<file path="src/rtl/delay_pkg.sv">
// Shared types and constants for the SPI delay-line SRAM sequencer.
package delay_pkg;

   typedef enum logic [2:0] {
      IDLE,
      WR_REQ,
      WR_WAIT,
      WR_GAP,
      RD_REQ,
      RD_WAIT,
      RD_GAP
   } sched_state_t;

   localparam logic [7:0] SRAM_OP_WRITE = 8'h02;
   localparam logic [7:0] SRAM_OP_READ  = 8'h03;
   localparam int         SRAM_ADDR_W   = 24;

endpackage

</file>
<file path="src/rtl/sram_frame_builder.sv">
// Packs opcode, byte address (word pointer * 2) and data into one SRAM SPI frame.
module sram_frame_builder
   import delay_pkg::*;
#(
   parameter int DATA_W  = 16,
   parameter int WADDR_W = 16,
   parameter int FRAME_W = 48
) (
   input  logic [7:0]         opcode,
   input  logic [WADDR_W-1:0] word_ptr,
   input  logic [DATA_W-1:0]  data,
   output logic [FRAME_W-1:0] frame
);

   logic [SRAM_ADDR_W-1:0] byte_addr;

   always_comb begin
      byte_addr              = '0;
      byte_addr[WADDR_W:0]   = {word_ptr, 1'b0};
      frame                  = {opcode, byte_addr, data};
   end

endmodule

</file>
<file path="src/rtl/delay_mem_scheduler.sv">
// Per-sample write-then-read sequencer for the SPI delay-line SRAM; owns the
// circular-buffer pointers and the controller cs/start handshake.
module delay_mem_scheduler
   import delay_pkg::*;
#(
   parameter int DATA_W  = 16,
   parameter int WADDR_W = 16,
   parameter int FRAME_W = 48,
   parameter int CS_GAP  = 4
) (
   input  logic               clk,
   input  logic               rst,
   input  logic               sample_tick,
   input  logic [DATA_W-1:0]  sample_in,
   input  logic [WADDR_W-1:0] delay_len,
   output logic [DATA_W-1:0]  sample_out,
   output logic               sample_valid,
   output logic               busy,
   output logic               overrun,
   output logic               spi_cs,
   output logic [FRAME_W-1:0] spi_tx_data,
   input  logic [FRAME_W-1:0] spi_rx_data,
   input  logic               spi_done
);

   localparam int               GAP_W    = (CS_GAP > 1) ? $clog2(CS_GAP) : 1;
   localparam logic [GAP_W-1:0] GAP_LAST = GAP_W'(CS_GAP - 1);

   sched_state_t       state_q, state_d;
   logic [GAP_W-1:0]   gap_cnt_q, gap_cnt_d;
   logic [WADDR_W-1:0] wr_ptr_q, wr_ptr_d;
   logic [WADDR_W-1:0] rd_ptr_q, rd_ptr_d;
   logic [FRAME_W-1:0] tx_q, tx_d;
   logic [DATA_W-1:0]  out_q, out_d;
   logic               cs_q, cs_d;
   logic               valid_q, valid_d;
   logic               busy_q, busy_d;
   logic               overrun_q, overrun_d;

   logic [7:0]         fb_op;
   logic [WADDR_W-1:0] fb_ptr;
   logic [DATA_W-1:0]  fb_data;
   logic [FRAME_W-1:0] fb_frame;
   logic               unused_rx;

   // The builder only ever serves two moments: the write frame while idle and
   // the read frame when the write completes.
   assign fb_op     = (state_q == IDLE) ? SRAM_OP_WRITE : SRAM_OP_READ;
   assign fb_ptr    = (state_q == IDLE) ? wr_ptr_q : rd_ptr_q;
   assign fb_data   = (state_q == IDLE) ? sample_in : '0;
   assign unused_rx = ^spi_rx_data[FRAME_W-1:DATA_W];

   sram_frame_builder #(
      .DATA_W  (DATA_W),
      .WADDR_W (WADDR_W),
      .FRAME_W (FRAME_W)
   ) u_frame_builder (
      .opcode   (fb_op),
      .word_ptr (fb_ptr),
      .data     (fb_data),
      .frame    (fb_frame)
   );

   always_ff @(posedge clk or posedge rst) begin
      if (rst) begin
         state_q   <= IDLE;
         gap_cnt_q <= '0;
         wr_ptr_q  <= '0;
         rd_ptr_q  <= '0;
         tx_q      <= '0;
         out_q     <= '0;
         cs_q      <= 1'b1;
         valid_q   <= 1'b0;
         busy_q    <= 1'b0;
         overrun_q <= 1'b0;
      end else begin
         state_q   <= state_d;
         gap_cnt_q <= gap_cnt_d;
         wr_ptr_q  <= wr_ptr_d;
         rd_ptr_q  <= rd_ptr_d;
         tx_q      <= tx_d;
         out_q     <= out_d;
         cs_q      <= cs_d;
         valid_q   <= valid_d;
         busy_q    <= busy_d;
         overrun_q <= overrun_d;
      end
   end

   always_comb begin
      state_d   = state_q;
      gap_cnt_d = gap_cnt_q;
      case (state_q)
         IDLE:    if (sample_tick) state_d = WR_REQ;
         WR_REQ:  if (!spi_done) state_d = WR_WAIT;
         WR_WAIT: if (spi_done) begin
            state_d   = WR_GAP;
            gap_cnt_d = '0;
         end
         WR_GAP:  if (gap_cnt_q == GAP_LAST) state_d = RD_REQ;
                  else gap_cnt_d = gap_cnt_q + GAP_W'(1);
         RD_REQ:  if (!spi_done) state_d = RD_WAIT;
         RD_WAIT: if (spi_done) begin
            state_d   = RD_GAP;
            gap_cnt_d = '0;
         end
         RD_GAP:  if (gap_cnt_q == GAP_LAST) state_d = IDLE;
                  else gap_cnt_d = gap_cnt_q + GAP_W'(1);
         default: state_d = IDLE;
      endcase
   end

   always_comb begin
      wr_ptr_d  = wr_ptr_q;
      rd_ptr_d  = rd_ptr_q;
      tx_d      = tx_q;
      out_d     = out_q;
      valid_d   = 1'b0;
      busy_d    = busy_q;
      overrun_d = overrun_q;
      // cs is registered from the next state so it never glitches at the pins.
      cs_d      = !(state_d inside {WR_REQ, WR_WAIT, RD_REQ, RD_WAIT});
      if (sample_tick && state_q != IDLE) overrun_d = 1'b1;
      case (state_q)
         IDLE: if (sample_tick) begin
            rd_ptr_d = wr_ptr_q - delay_len;
            tx_d     = fb_frame;
            busy_d   = 1'b1;
         end
         WR_WAIT: if (spi_done) begin
            wr_ptr_d = wr_ptr_q + WADDR_W'(1);
            tx_d     = fb_frame;
         end
         RD_WAIT: if (spi_done) begin
            out_d   = spi_rx_data[DATA_W-1:0];
            valid_d = 1'b1;
            busy_d  = 1'b0;
         end
         default: ;
      endcase
   end

   assign sample_out   = out_q;
   assign sample_valid = valid_q;
   assign busy         = busy_q;
   assign overrun      = overrun_q;
   assign spi_cs       = cs_q;
   assign spi_tx_data  = tx_q;

endmodule

</file>
<file path="config.mk">
export PLATFORM = sky130hd
export DESIGN_NAME = delay_mem_scheduler
export DESIGN_NICKNAME = d
export VERILOG_FILES = /design/src/rtl/delay_pkg.sv /design/src/rtl/sram_frame_builder.sv /design/src/rtl/delay_mem_scheduler.sv
export SDC_FILE = /design/constraint.sdc
export NUM_CORES = 1
export LEC_CHECK = 0
export BUFFER_PORTS_ARGS = -buffer_cell sky130_fd_sc_hd__buf_4
export CAP_MARGIN = 25
export CORE_MARGIN = 3
export CORE_UTILIZATION = 40
export CTS_BUF_LIST = sky130_fd_sc_hd__clkbuf_8
export DETAILED_ROUTE_END_ITERATION = 12
export PLACE_DENSITY = 0.66
export RECOVER_POWER = 100
export SKIP_CTS_REPAIR_TIMING = 1
export SKIP_LAST_GASP = 1
export SYNTH_ARGS = -nofsm -noshare
export SYNTH_HDL_FRONTEND = slang
export SYNTH_HIERARCHICAL = 1
export SYNTH_SLANG_ARGS = --single-unit
export TNS_END_PERCENT = 10
</file>
<file path="constraint.sdc">
create_clock -name clk -period 3.6 [get_ports clk]
set_input_delay 0.72 -clock clk [delete_from_list [all_inputs] [get_ports clk]]
set_output_delay 0.72 -clock clk [all_outputs]
set_load 0.02 [all_outputs]
</file>
==> impl_results.md <==
- Outcome: finished with violations
- Failing checks: capacitance limit, slew limit
- Num ports: approximately 150
- Worst-path clk slew: ~0.10 ns
- Detail Placement HPWL: 9100 microns
- Vias per cell: 5.00
- Yosys warns: 6
- Worst-Margin Slew: about 2.2 ns
- Non-Filler Instances: 846
- CP Launch Point: state_q[2]
- Worst hold margin: just under 0.5 ns
- Final design utilization: between 40% and 50%
- Fin crit share: 71.3%
- Critical R2R Launch: state_q[2]
- Slew HR: -46.7%
- Area after DPL: roughly 6500 sq um
- Dpl cells: 830
- Maximum VDD drop: 0.000266 V
- Total power per unit cell area: 704 nW/um^2
- Congestion Overflow GR: 0
- Layout net count: 763
- Switch Pwr: 1.85 mW
- DR vias: between 4000 and 5000
- First-pass GRT wire length: about 21000 microns
- Die Ht: around 130 microns
- Clock Latency Late Sink: 0.38 ns
- Cells after Synth: 590
- RSZ-0062 raised after global routing: no
- Top achievable clock speed: a little under 400 MHz
- EDFF count, synth: 0
- RePlAce Congestion: 0.865
- Main synth FF type: dfrtp_1
- Root Buffer: clkbuf_8
- Internal Power: 2.64 mW
- Drt total wl: 12300 microns
- Worst EP arrival: 2.84 ns
- H-tree depth: 3
- Slew Viols, Final: 59
- Vias in the first global route: between 4000 and 5000
- DRT antenna net count: 0
- Switching Share: between 40% and 50%
- Final hold violation count: 0
- CTS tree: done
- Worst Path Required: 3.87 ns
- Pin count of the biggest net entering global routing: 60
- Sequential Power Share: 42.7%
- Worst Setup Start Kind: register
- Yosys cell types: 57
- Crit path capture type: register
- Mapped Avg Cell Area: 9.71 sq um
- Wirelength per Cell: 14.5 microns
- Initial antenna violation count: 0
- Seq/Total Area, Yosys: 45.9%
- Worst Hold Class: register to register
- Layout cells sized above 1: 18.0%
- Port Buffer Count: 119
- Clock sinks: around 110
- CTS Buf Count: 9
- Comb pwr share: 41.2%
- # Max-Cap Violations: 1
- Critical path class: register to register
- Clock power frac: between 10% and 20%
- Rows: 43
- Number of DRC markers in iteration 0: roughly 210
- Async S/R FF share, synth: 100%
- Post-layout instance area: approximately 6400 sq um
- Effective utilization at floorplan: about two fifths
- Crit path max fanout: 38
- Area of the core: 13900 sq um
- Clock buffer depth: 2
- Die X: 126 microns
- TritonRoute pass-1 iters: 4
- Synth Register Bits: 105
- Setup TNS: 0 ns
- Synth Cell Area: roughly 5700 sq um
- Static leakage: 3.14 nW
- # fillers: 1405
- Final setup viols: 0
- Layout area overhead: 11.3%
- Setup Skew: 0.00928 ns
- Drc violations: 0
- Ant diodes: 0
- Hold wc startpoint: overrun
- GRT Total Usage: 16.1%
- Fin crit period: 2.57 ns
- Die area: between 15000 and 20000 sq um
[layer usage]
layer  wire (microns)  global-route usage, %
met1             5560                   21.0
met2             5600                   25.5
met3              836                   4.66
met4              257                   6.25
met5                0                      0
[final cells by class]
cell class / count / area (sq um) / share of cell area [%]
inverter: 23 / 86.3 / 1.35
clock buffer: 9 / 124 / 1.94
timing repair buffer: 123 / 689 / 10.8
sequential: 105 / 2630 / 41.2
tap: 180 / 225 / 3.53
clock inverter: 7 / 68.8 / 1.08
multi-input combinational: 399 / 2560 / 40.1
[synthesized netlist by cell type, types with 3 or more instances]
cell / count / share of area (%)
buf_2: 8 / 0.70
inv_1: 22 / 1.4
nor2b_1: 5 / 0.55
o31a_1: 3 / 0.46
conb_1: 3 / 0.20
xor2_1: 10 / 1.5
dfrtp_1: 104 / 45
nand3_1: 12 / 1.0
nor3_1: 8 / 0.70
and2_1: 18 / 2.0
a211oi_1: 3 / 0.39
ha_1: 17 / 3.7
mux2_2: 46 / 9.0
o31ai_1: 5 / 0.66
o21a_1: 10 / 1.3
buf_4: 52 / 6.8
nand4_1: 9 / 0.98
o2111ai_1: 4 / 0.61
a21oi_1: 15 / 1.3
clkbuf_1: 13 / 0.85
and3_1: 8 / 0.87
xnor2_1: 11 / 1.7
o21ai_0: 19 / 1.7
mux2_1: 3 / 0.59
nor2_1: 22 / 1.4
nand2_1: 122 / 8.0
[stage by stage]
step           setup slack (ns)  power [mW]
2_1_floorplan             0.121        3.46
6_report                   1.03        4.49
3_3_place_gp               1.02        4.01
3_5_place_dp              0.999        4.09
5_1_grt                   0.762        4.86
4_1_cts                    1.25        4.82
[worst max-delay path, cell delays in order (launching register included)]
cell and delay (ns):
dfrtp_1 0.52, or4b_1 1.09, nor4_1 0.47, o211a_1 0.20
a311oi_1 0.05, o311ai_0 0.12
[state kept, by name (all words and copies together), names as in the netlist]
signal	cells
sample_valid	1
rd_ptr_q	16
overrun	1
spi_cs	1
wr_ptr_q	16
state_q	3
spi_tx_data	48
busy	1
sample_out	16
gap_cnt_q	2
[logic make-up after synthesis]
kind of cell / share of synthesized area (%)
buf+inv: 10.3
flops: 45.9
other cells: 0.196
xor+xnor: 3.21
fa+ha+maj: 4.24
mux: 9.98
compound gates: 8.80
simple gates: 17.4
[power groups by stage]
| stage | sequential [mW] | clock [mW] | combinational, mW |
|---|---|---|---|
| after floorplan | 2.24 | 0 | 1.22 |
| after global placement | 1.92 | 0 | 2.09 |
| after detailed placement | 1.95 | 0 | 2.14 |
| after CTS | 1.93 | 0.753 | 2.14 |
| after global routing | 1.98 | 0.807 | 2.07 |
| final | 1.92 | 0.724 | 1.85 |
[worst paths after layout]
check / end / slack (ns) / cells past startpoint
max: rd_ptr_q[15] / 1.03 / 5
min: overrun / 0.48 / 1
max reg2reg: rd_ptr_q[15] / 1.03 / 5
min reg2reg: overrun / 0.48 / 1
max in group asynchronous: wr_ptr_q[1] / 1.27 / 2
min in group asynchronous: spi_tx_data[27] / 1.08 / 2
[layout by cell type (no fill, tap or decap), types with 3 or more instances in the layout]
| cell type | count |
|---|---|
| o21ai_0 | 20 |
| nand2_1 | 122 |
| inv_1 | 22 |
| and3_1 | 8 |
| nor2b_1 | 5 |
| inv_8 | 3 |
| mux2_1 | 3 |
| clkbuf_1 | 69 |
| o31ai_1 | 5 |
| nand4_1 | 9 |
| buf_4 | 51 |
| a21oi_1 | 15 |
| mux2_2 | 46 |
| xnor2_1 | 11 |
| a211oi_1 | 3 |
| o2111ai_1 | 4 |
| nor3_1 | 9 |
| ha_1 | 17 |
| clkbuf_8 | 9 |
| and2_1 | 17 |
| o21a_1 | 10 |
| dfrtp_1 | 104 |
| nor2_1 | 21 |
| nand3_1 | 12 |
| o31a_1 | 3 |
| conb_1 | 15 |
| xor2_1 | 10 |
No activity file was read; power rests on OpenSTA's default activity.
